==> src/rtl/move_collector.sv <==
// Collects eligible moves from the 64-square move-generation array after it settles
// and streams them one per cycle over a valid/ready handshake.
module move_collector #(
  parameter int SETTLE_CYCLES = 8,
  parameter int CNT_W         = 8
) (
  input  logic              clk,
  input  logic              rst_n,
  input  logic              start,
  input  logic              engine_color,
  output logic [5:0]        sq_sel,
  input  logic [87:0]       ray_in,
  input  logic [63:0]       knight_in,
  output logic              move_valid,
  input  logic              move_ready,
  output logic [5:0]        move_from,
  output logic [5:0]        move_to,
  output logic [3:0]        move_dir,
  output logic              move_pawn,
  output logic              busy,
  output logic              done,
  output logic [CNT_W-1:0]  move_count
);

  localparam int SET_W = (SETTLE_CYCLES > 1) ? $clog2(SETTLE_CYCLES) : 1;

  typedef enum logic [2:0] {S_IDLE, S_SETTLE, S_LOAD, S_EMIT, S_DONE} state_t;

  state_t            r_state;
  logic [SET_W-1:0]  r_settle_cnt;
  logic              r_color;
  logic [15:0]       r_mask;
  logic [5:0]        r_sq_sel;
  logic              r_move_valid;
  logic [5:0]        r_move_from;
  logic [5:0]        r_move_to;
  logic [3:0]        r_move_dir;
  logic              r_move_pawn;
  logic              r_busy;
  logic              r_done;
  logic [CNT_W-1:0]  r_move_count;
  logic [7:0][10:0]  r_ray_words;
  logic [7:0][7:0]   r_kn_words;

  logic [7:0][10:0]  w_ray_in;
  logic [7:0][7:0]   w_kn_in;
  logic [15:0]       w_elig;
  logic [3:0]        w_slot;
  logic              w_any;
  logic [15:0]       w_mask_next;
  logic [5:0]        w_from;
  logic              w_pawn;
  logic              w_take;
  logic              w_accept;

  assign w_ray_in = ray_in;
  assign w_kn_in  = knight_in;

  // NOTE: every always_comb output gets a default before any branch so no latch is inferred.
  always_comb begin
    w_elig = '0;
    for (int i = 0; i < 8; i++) begin
      w_elig[i]     = w_ray_in[i][7] && (w_ray_in[i][10] == r_color);
      w_elig[i + 8] = w_kn_in[i][6]  && (w_kn_in[i][7]   == r_color);
    end
  end

  // Lowest pending slot wins: ray slots before knight slots.
  always_comb begin
    w_slot = '0;
    for (int i = 15; i >= 0; i--) begin
      if (r_mask[i]) w_slot = 4'(i);
    end
  end

  assign w_any       = |r_mask;
  assign w_mask_next = r_mask & ~(16'd1 << w_slot);
  assign w_from      = w_slot[3] ? r_kn_words[w_slot[2:0]][5:0] : r_ray_words[w_slot[2:0]][5:0];
  assign w_pawn      = !w_slot[3] && r_ray_words[w_slot[2:0]][6];
  // The output register may be reloaded when empty or when its move is being taken.
  assign w_take      = !r_move_valid || move_ready;
  assign w_accept    = r_move_valid && move_ready;

  // NOTE: the captured words are pure data qualified by r_mask, so they carry no reset.
  always_ff @(posedge clk) begin
    if (r_state == S_LOAD) begin
      r_ray_words <= w_ray_in;
      r_kn_words  <= w_kn_in;
    end
  end

  // NOTE: sequential state uses non-blocking assignments only.
  always_ff @(posedge clk or negedge rst_n) begin
    if (!rst_n) begin
      r_state      <= S_IDLE;
      r_settle_cnt <= '0;
      r_color      <= 1'b0;
      r_mask       <= '0;
      r_sq_sel     <= '0;
      r_move_valid <= 1'b0;
      r_move_from  <= '0;
      r_move_to    <= '0;
      r_move_dir   <= '0;
      r_move_pawn  <= 1'b0;
      r_busy       <= 1'b0;
      r_done       <= 1'b0;
      r_move_count <= '0;
    end else begin
      r_done <= 1'b0;
      unique case (r_state)
        S_IDLE: begin
          if (start) begin
            r_color      <= engine_color;
            r_move_count <= '0;
            r_busy       <= 1'b1;
            r_settle_cnt <= '0;
            r_state      <= S_SETTLE;
          end
        end
        S_SETTLE: begin
          if (int'(r_settle_cnt) + 1 >= SETTLE_CYCLES) begin
            r_sq_sel <= '0;
            r_state  <= S_LOAD;
          end else begin
            r_settle_cnt <= r_settle_cnt + SET_W'(1);
          end
        end
        S_LOAD: begin
          r_mask  <= w_elig;
          r_state <= S_EMIT;
        end
        S_EMIT: begin
          if (w_accept && (r_move_count != '1)) r_move_count <= r_move_count + 1'b1;
          if (w_take) begin
            if (w_any) begin
              r_move_valid <= 1'b1;
              r_mask       <= w_mask_next;
              r_move_from  <= w_from;
              r_move_to    <= r_sq_sel;
              r_move_dir   <= w_slot;
              r_move_pawn  <= w_pawn;
            end else begin
              // Square drained; advancing on the final accept avoids a bubble cycle.
              r_move_valid <= 1'b0;
              if (r_sq_sel == 6'd63) begin
                r_state <= S_DONE;
              end else begin
                r_sq_sel <= r_sq_sel + 6'd1;
                r_state  <= S_LOAD;
              end
            end
          end
        end
        S_DONE: begin
          r_done  <= 1'b1;
          r_busy  <= 1'b0;
          r_state <= S_IDLE;
        end
        default: r_state <= S_IDLE;
      endcase
    end
  end

  assign sq_sel     = r_sq_sel;
  assign move_valid = r_move_valid;
  assign move_from  = r_move_from;
  assign move_to    = r_move_to;
  assign move_dir   = r_move_dir;
  assign move_pawn  = r_move_pawn;
  assign busy       = r_busy;
  assign done       = r_done;
  assign move_count = r_move_count;

endmodule

==> config.mk <==
export PLATFORM = sky130hd
export DESIGN_NAME = move_collector
export DESIGN_NICKNAME = d
export VERILOG_FILES = /design/src/rtl/move_collector.sv
export SDC_FILE = /design/constraint.sdc
export NUM_CORES = 1
export LEC_CHECK = 0
export BUFFER_PORTS_ARGS = -buffer_cell sky130_fd_sc_hd__buf_2
export CAP_MARGIN = 25
export CORE_MARGIN = 2
export CORE_UTILIZATION = 35
export CTS_CLUSTER_DIAMETER = 60
export DETAILED_ROUTE_END_ITERATION = 12
export HOLD_SLACK_MARGIN = 0.08
export PLACE_DENSITY = 0.57
export SYNTH_ARGS = -nofsm -noshare
export SYNTH_HDL_FRONTEND = slang
export SYNTH_SLANG_ARGS = --single-unit
export TNS_END_PERCENT = 100
==> constraint.sdc <==
create_clock -name clk -period 5.9 [get_ports clk]
set_input_delay 0.59 -clock clk [delete_from_list [all_inputs] [get_ports clk]]
set_output_delay 0.59 -clock clk [all_outputs]
set_load 0.01 [all_outputs]
After elaboration in Yosys (flattened, before gate mapping) --
Index checks and enable logic that the tools add are counted.
Word-level totals: bits of input ports 157, bits in registers 209
Cells by class: $add $sub $neg 4, $lt $le $gt $ge 2, reductions and logical operators 38, bitwise gates (word level) 2, multiplexer cells 45, equality and inequality tests 30, shifts and indexed selects 1
Operators by type and width (count):
- $mux W4 | 16
- $mux W6 | 6
- $bmux W11 S3 | 1
- $mux W16 | 2
- $pmux W16 S2 | 1
- $bmux W8 S3 | 1
- $mux W3 | 7
- $logic_and A1 B1 Y1 | 19
- $and A16 B16 Y16 | 1
- $eq A1 B1 Y1 | 16
- $mux W8 | 2
- $ne A2 B2 Y1 const B | 8
- $not A16 Y16 | 1
- $pmux W8 S2 | 1
- $reduce_or A16 Y1 | 1
- $shl A1 B4 Y16 const A | 1
- $pmux W3 S4 | 1
- $pmux W6 S2 | 1
- $reduce_and A3 Y1 | 4
- $reduce_bool A2 Y1 | 5
- $add A8 B1 Y8 const B | 1
- $ne A8 B8 Y1 const B | 1
- $mux W7 | 1
- $add A6 B1 Y6 const B | 1
- other kinds (17) | 23

Longest topological paths before layout --
Gate-level depths: netlist (run 1).
depth after elaboration 22, depth in mapped cells 10, mapped depth without buffers 8

Worst setup path before layout (run 1) --
OpenSTA, ideal clock, no wires.
kind reg-to-reg, start point reg r_state[0], end point reg r_mask[10], slack 1320 ps, setup time 82 ps, arrival 4497 ps, cell stages (with the launch flop) 5, cell sequence dfrtp_1 -> clkbuf_1 -> nor3_1 -> clkbuf_1 -> a32o_1
Between the ends: longest elaborated chain between the ends 3, elaborated cells between the ends (all ways) 7, those cells by class eq/ne: 4; mux: 1; reduce/logical: 2
Ends and longest elaborated chain:
- start: declaration | RTL line 29 | state_t r_state;
- start signal: assignment | RTL line 95 | r_state <= S_IDLE;
- start signal: assignment | RTL line 117 | r_state <= S_SETTLE;
- start signal: assignment | RTL line 123 | r_state <= S_LOAD;
- $eq A3 B2 Y1 | RTL line 110 | unique case (r_state)
- $ne A2 B2 Y1 (no source line) or $reduce_bool A2 Y1 (tied branches)
- $reduce_and A3 Y1 (no source line)
- end signal: assignment | RTL line 129 | r_mask <= w_elig;
- end signal: assignment | RTL line 137 | r_mask <= w_mask_next;
- end: declaration | RTL line 32 | logic [15:0] r_mask;
Several ways; a longest one is shown, not always the timed one. A chain may end at the register's enable or synchronous reset.

Worst setup path after layout (run 1) --
start point reg r_mask[3], end point reg r_move_pawn (netlist: move_pawn)
Between the ends: longest elaborated chain between the ends 7, elaborated cells between the ends (all ways) 10, those cells by class mux: 6; reduce/logical: 4
Ends and longest elaborated chain:
- $mux W4 (4 in series) | RTL line 72 | if (r_mask[i]) w_slot = 4'(i);
- $bmux W11 S3 | RTL line 79 | assign w_pawn = !w_slot[3] && r_ray_words[w_slot[2:0]][6];
- $mux W7 (not written as such) | RTL line 79
- $logic_and A1 B1 Y1 | RTL line 79
- end signal: assignment | RTL line 141 | r_move_pawn <= w_pawn;
- end: declaration | RTL line 38 | logic r_move_pawn;
Several ways; a longest one is shown, not always the timed one. The select of a mux whose other input is x is not followed.

==> flow_metrics.py, run 1 <==
metrics = {
    "die": {
        "die_area_sq_um": 21530,
        "initial_core_util": 0.3547,
        "die_w_microns": 146.7,
        "num_rows": 52,
        "ios": 191,
        "die_y_microns": 146.7,
        "core-area_sq_um": 20100,
    },
    "placed_design": {
        "post-place-ws_ns": 2.548,
        "dpl_cell_area_sq_um": 8247,
        "dpl.cell_count": 989,
        "dp_hpwl_mm": 13.09,
        "numPortBuffers": 174,
        "place_congestion": 0.7959,
    },
    "detailed_routing": {
        "vias": 5196,
        "drt-initial-drc-count": 296,
        "drcViolationCount": 0,
        "routed_wl_mm": 18.28,
        "dr.pass1.iters": 5,
        "ant_nets": 0,
        "viasPerCell": 5.079,
        "wl_per_cell_microns": 17.87,
    },
    "critical_path": {
        "critPathCapture": "move_pawn$_DFFE_PN0P_",
        "critPathArrivalTime_ns": 3.64,
        "r2r-end": "move_pawn$_DFFE_PN0P_",
        "critPathRequiredTime_ns": 6.20,
        "reg2reg_depth": 7,
        "critPathLaunchType": "flop",
        "worstSetupEndpointType": "flop",
        "crit_fanout": 20,
        "rr_startpoint": "r_mask[3]$_DFFE_PN0P_",
        "critPathKind": "flop to flop",
        "rrSetupSlack_ns": 2.56,
        "critPathLaunch": "r_mask[3]$_DFFE_PN0P_",
    },
    "sta": {
        "slew_violations": 0,
        "fin_ws_ns": 2.557,
        "finalClockSkew_ns": 0.01833,
        "hold_viol_final": 0,
        "worstMarginPinSlew_ns": 0.9692,
        "relSlewSlack": 0.3539,
        "min_period_ns": 3.343,
        "rsz0062_at_grt": "false",
        "totalNegativeSetupSlack_ns": 0,
        "setup_viol": 0,
        "fmax_mhz": 299.1,
        "fin_crit_sh": 0.5666,
        "whs_ns": 0.3277,
    },
    "clocking": {
        "cts_buffer_depth": 2,
        "clock-root-buffer": "clkbuf_16",
        "cts_setup_buffers": 0,
        "cts_made_buffers": 17,
        "ctsHtreeMaxLevel": 4,
        "ctsResizeCount": 0,
        "cts_hold_buf": 0,
        "clk_pin_slew_ns": 0.06,
        "numClockSinks": 161,
        "clk_latency_ns": 0.43,
        "cts_tree": "yes",
    },
    "yosys": {
        "synth_top_family_by_area": "simple AND/OR/NAND/NOR gates",
        "avgSynthCellArea_sq_um": 12.65,
        "synth_cells": 564,
        "synthTopCellsByArea": "edfxtp_1 (44%), dfrtp_1 (20%), nand2_1 (3.5%)",
        "ys_seq_area_frac": 0.6379,
        "synth_common_cells": "edfxtp_1 (104), nand2_1 (66), dfrtp_1 (57)",
        "synth_flop_cell": "edfxtp_1",
        "syn_area_sq_um": 7132,
        "synth_warnings": 0,
        "synth_compound_area_frac": 0.1040,
        "synthXorXnorAreaFrac": 0.02825,
        "synth.area.mux_share": 0.06754,
        "syn_nets": 724,
        "post-synth-top-count-cell": "edfxtp_1",
        "synthAdderAreaFrac": 0.005263,
        "synth_largest_area_cell": "edfxtp_1",
        "synth_seq_cells": 161,
        "synth.top_cell.area_share": 0.4379,
        "synth-edff-count": 104,
        "async_flop_share": 0.3540,
        "synthSimpleGateAreaFrac": 0.1332,
        "synth.distinct_cells": 55,
    },
    "pwr": {
        "ir_drop_uv": 339.8,
        "p_leak_nw": 3.675,
        "power.density_nw_per_um2": 636.8,
    },
    "run": {
        "maxCapViolCount": 0,
    },
    "global_routing": {
        "grt.total_usage": 0.1758,
        "grt_pass1_wl_mm": 28.94,
        "grt_max_degree": 74,
        "antenna_found_initial": 4,
        "grt_overflow_total": 0,
        "first_global_vias": 5454,
    },
    "finish": {
        "fill_cells": 1885,
        "stdcell_count": 1023,
        "nets": 899,
        "drive_gt1_frac": 0.3222,
        "design_area_sq_um": 8922,
        "syn_to_final_growth_pct": 25.11,
    },
    "min_path": {
        "hold_class": "input port to asynchronous set/reset pin",
    },
    "outcome": {
        "status": "completed",
    },
}
-- through the flow --
step	total power [W]	utilization
detailed placement	0.004460	0.4102
global route	0.006075	0.4436
global placement	0.004404	0.4102
finish	0.005682	0.4438
floorplan	0.003815	-
CTS	0.005719	0.4432
-- logic make-up (layout without fill, tap and decap cells) --
family / after synthesis / count (layout)
adders and majority gates: 3 / 3
DFF: 161 / 161
other: 0 / 2
xor gates and xnor gates: 23 / 23
buffers and inverters: 31 / 218
AOI/OAI and AO/OA: 112 / 112
muxes: 45 / 45
and+or+nand+nor: 189 / 189
-- area by class of cell --
class	count	area, sq um	area share
clock buffer	19	432.9	0.04852
sequential	161	4549	0.5099
inverter	6	22.52	0.002524
tap	270	337.8	0.03786
timing repair buffer	181	923.4	0.1035
multi-input combinational	372	2421	0.2714
clock inverter	12	230.2	0.02580
antenna	2	5.005	0.0005609
-- power by group --
part / internal [W] / switching (W)
Combinational: 0.000957 / 0.00161
Clock: 0.000796 / 0.000444
Sequential: 0.00162 / 0.000253
Total: 0.00337 / 0.00231
-- metal layers --
layer  track usage  vias up  share of wire
met5             0        -         0.0014
met4       0.06262        4          0.020
li1              -     2483              -
met1        0.2156     2486           0.43
met2        0.2915      189           0.49
met3       0.05807       34          0.068
-- cells in the final DEF, fill, tap and decap left out, drive strengths merged, types with 19 or more instances in the layout --
cell type  instances
buf              181
clkbuf            19
dfrtp             57
edfxtp           104
mux2              22
mux2i             23
nand2             66
nor2              34
nor3              20
o21ai             45
-- worst min path at each step --
stage,endpoint,slack [ns],depth (start not counted)
5_1_grt,r_kn_words[44]$_DFFE_PN_,0.31,1
4_1_cts,r_kn_words[3]$_DFFE_PN_,0.31,1
2_1_floorplan,busy$_DFFE_PN0P_,0.29,0
6_report,move_count[7]$_DFFE_PN0P_,0.33,2
3_5_place_dp,move_dir[3]$_DFFE_PN0P_,0.47,1
3_3_place_gp,move_dir[3]$_DFFE_PN0P_,0.46,1
-- registers in the layout, indices dropped and copies added, names as in the netlist, 3 cells and up --
register      count
r_kn_words       48
r_state           3
move_dir          4
sq_sel            6
move_count        8
r_ray_words      56
move_from         6
r_settle_cnt      3
r_mask           16
move_to           6
-- critical path, stage by stage (launching register included) --
cell and delay (ns):
dfrtp_1 0.57, nor3b_1 0.10, nor4_1 0.46, o21a_1 0.85, o21a_1 0.65, mux2_4 0.35, o21ai_1 0.12, o211ai_1 0.10
(Power assumes the default switching activity.)
==> run 2: changes to the inputs <==
Settings changed: PLACE_DENSITY 0.57 to 0.59.
Clock period 5.9 ns to 3 ns, I/O delays scaled along.
==> run 2 against run 1 <==
Net effect: sequential power up 96%; core utilization up 5.5 points; wire length up 11%; highest routed layer is now met4; via count up 8.5%; critical path depth up 1; cell count up 12%; combinational power up 120%; setup slack worse by 2.2 ns; register-to-register slack worse by 2.2 ns; die area unchanged.
==> flow_metrics.py, run 2 (synthesis results as in run 1) <==
metrics = {
    "outcome": {
        "status": "completed",
    },
    "clocking": {
        "clk_pin_slew_ns": 0.07,
        "cts_made_buffers": 17,
        "clk_latency_ns": 0.43,
        "clock-root-buffer": "clkbuf_16",
        "ctsHtreeMaxLevel": 4,
        "numClockSinks": 161,
        "cts_buffer_depth": 2,
        "cts_tree": "yes",
    },
    "global_routing": {
        "grt_pass1_wl_mm": 31.62,
        "first_global_vias": 5827,
        "antenna_found_initial": 0,
        "grt_overflow_total": 0,
        "grt_max_degree": 68,
        "grt.total_usage": 0.1928,
    },
    "critical_path": {
        "crit_fanout": 10,
        "critPathLaunchType": "flop",
        "critPathRequiredTime_ns": 3.30,
        "critPathArrivalTime_ns": 2.90,
        "critPathKind": "flop to flop",
        "reg2reg_depth": 8,
        "rr_startpoint": "r_mask[3]$_DFFE_PN0P_",
        "rrSetupSlack_ns": 0.40,
        "worstSetupEndpointType": "flop",
        "r2r-end": "move_pawn$_DFFE_PN0P_",
    },
    "finish": {
        "reg.largest.list": "r_ray_words: 56 flops, r_kn_words: 48 flops, r_mask: 16 flops",
        "nets": 1020,
        "syn_to_final_growth_pct": 40.72,
        "top_register": "r_ray_words",
        "drive_gt1_frac": 0.2955,
        "final_cell_mix": "buf_2 (174), dlygate4sd3_1 (106), edfxtp_1 (104), nand2_1 (66), dfrtp_1 (57)",
        "diodes": 0,
        "largest_reg_flops": 56,
        "final_common_cell": "buf_2",
    },
    "sta": {
        "totalNegativeSetupSlack_ns": 0,
        "worstMarginPinSlew_ns": 0.9015,
        "whs_ns": 0.1142,
        "relSlewSlack": 0.3990,
        "min_period_ns": 2.602,
        "setup_viol": 0,
        "finalClockSkew_ns": 0.01140,
        "fmax_mhz": 384.4,
        "hold_viol_final": 0,
        "slew_violations": 0,
        "fin_crit_sh": 0.8672,
        "rsz0062_at_grt": "false",
    },
    "die": {
        "core-area_sq_um": 20100,
        "initial_core_util": 0.3547,
        "num_rows": 52,
        "ios": 191,
        "die_y_microns": 146.7,
        "die_w_microns": 146.7,
        "die_area_sq_um": 21530,
    },
    "placed_design": {
        "numPortBuffers": 174,
        "dp_hpwl_mm": 13.46,
        "place_congestion": 0.8254,
    },
    "min_path": {
        "min_path_cells": 2,
        "hold_start": "knight_in[54]",
        "min_to": "r_mask[14]$_DFFE_PN0P_",
        "hold_class": "input port to flop",
    },
    "pwr": {
        "power.density_nw_per_um2": 1131,
        "p_leak_nw": 4.154,
        "ir_drop_uv": 567.8,
    },
    "detailed_routing": {
        "wl_per_cell_microns": 17.69,
        "ant_nets": 0,
        "viasPerCell": 4.934,
        "routed_wl_mm": 20.22,
        "dr.pass1.iters": 5,
        "drt-initial-drc-count": 320,
        "vias": 5639,
        "drcViolationCount": 0,
    },
    "run": {
        "maxCapViolCount": 0,
    },
}
[run 2: worst max path at each step]
stage,from,depth (start not counted),endpoint,slack (ns)
2_1_floorplan,r_state[0]$_DFFE_PN0P_,3,r_kn_words[0]$_DFFE_PN_,0.07
3_3_place_gp,r_mask[3]$_DFFE_PN0P_,6,move_from[4]$_DFFE_PN0P_,0.47
3_5_place_dp,r_mask[3]$_DFFE_PN0P_,8,move_pawn$_DFFE_PN0P_,0.40
4_1_cts,r_mask[3]$_DFFE_PN0P_,8,move_pawn$_DFFE_PN0P_,0.39
5_1_grt,r_mask[1]$_DFFE_PN0P_,8,move_from[4]$_DFFE_PN0P_,0.17
6_report,r_mask[3]$_DFFE_PN0P_,8,move_pawn$_DFFE_PN0P_,0.40
[run 2: critical path, stage by stage, from the launching register on]
cell and delay (ns):
dfrtp_1 0.57, nor3b_1 0.09, nor4_1 0.45, o21a_1 0.32
o21a_1 0.33, buf_4 0.22, mux2_4 0.31, o21ai_1 0.11
o211ai_1 0.09
[run 2: timing repair]
action                                  in CTS  in global routing
hold buffers                               106                  0
buffers inserted                             0                  0
endpoints found under the setup margin       0                  0
resized for setup                            0                  0
endpoints found under the hold margin      124                  0
[run 2: per-stage QoR]
step                utilization  power [W]  worst slack, ns  instance area, sq um  instances
finish                   0.4992    0.01135           0.3983                 10040       1143
global route             0.4992    0.01218           0.1674                 10040       1143
CTS                      0.4988    0.01142           0.3917                 10030       1142
detailed placement       0.4177   0.009143           0.4033                  8397       1004
global placement         0.4167   0.009084           0.4717                  8377       1003
floorplan                     -   0.007463          0.07231                  7133        564
[run 2: layer usage]
| metal | global-route usage | part of all wire | up-vias |
|---|---|---|---|
| li1 | - | - | 2714 |
| met1 | 0.2420 | 0.42 | 2718 |
| met2 | 0.3340 | 0.50 | 185 |
| met3 | 0.04720 | 0.058 | 22 |
| met4 | 0.05097 | 0.013 | 0 |
| met5 | 0 | 0 | - |
[run 2: final cells by class]
| class | instances | area, sq um |
|---|---|---|
| clock buffer | 20 | 446.7 |
| clock inverter | 12 | 123.9 |
| fill | 1814 | 10070 |
| inverter | 6 | 22.52 |
| multi-input combinational | 372 | 2421 |
| sequential | 161 | 4549 |
| tap | 270 | 337.8 |
| timing repair buffer | 302 | 2135 |
[run 2: power by group]
group / switching (W) / total [W] / internal [W]
combinational: 0.00329 / 0.00557 / 0.00228
sequential: 0.000491 / 0.00367 / 0.00318
clock: 0.000927 / 0.00211 / 0.00118
total: 0.00471 / 0.0114 / 0.00665
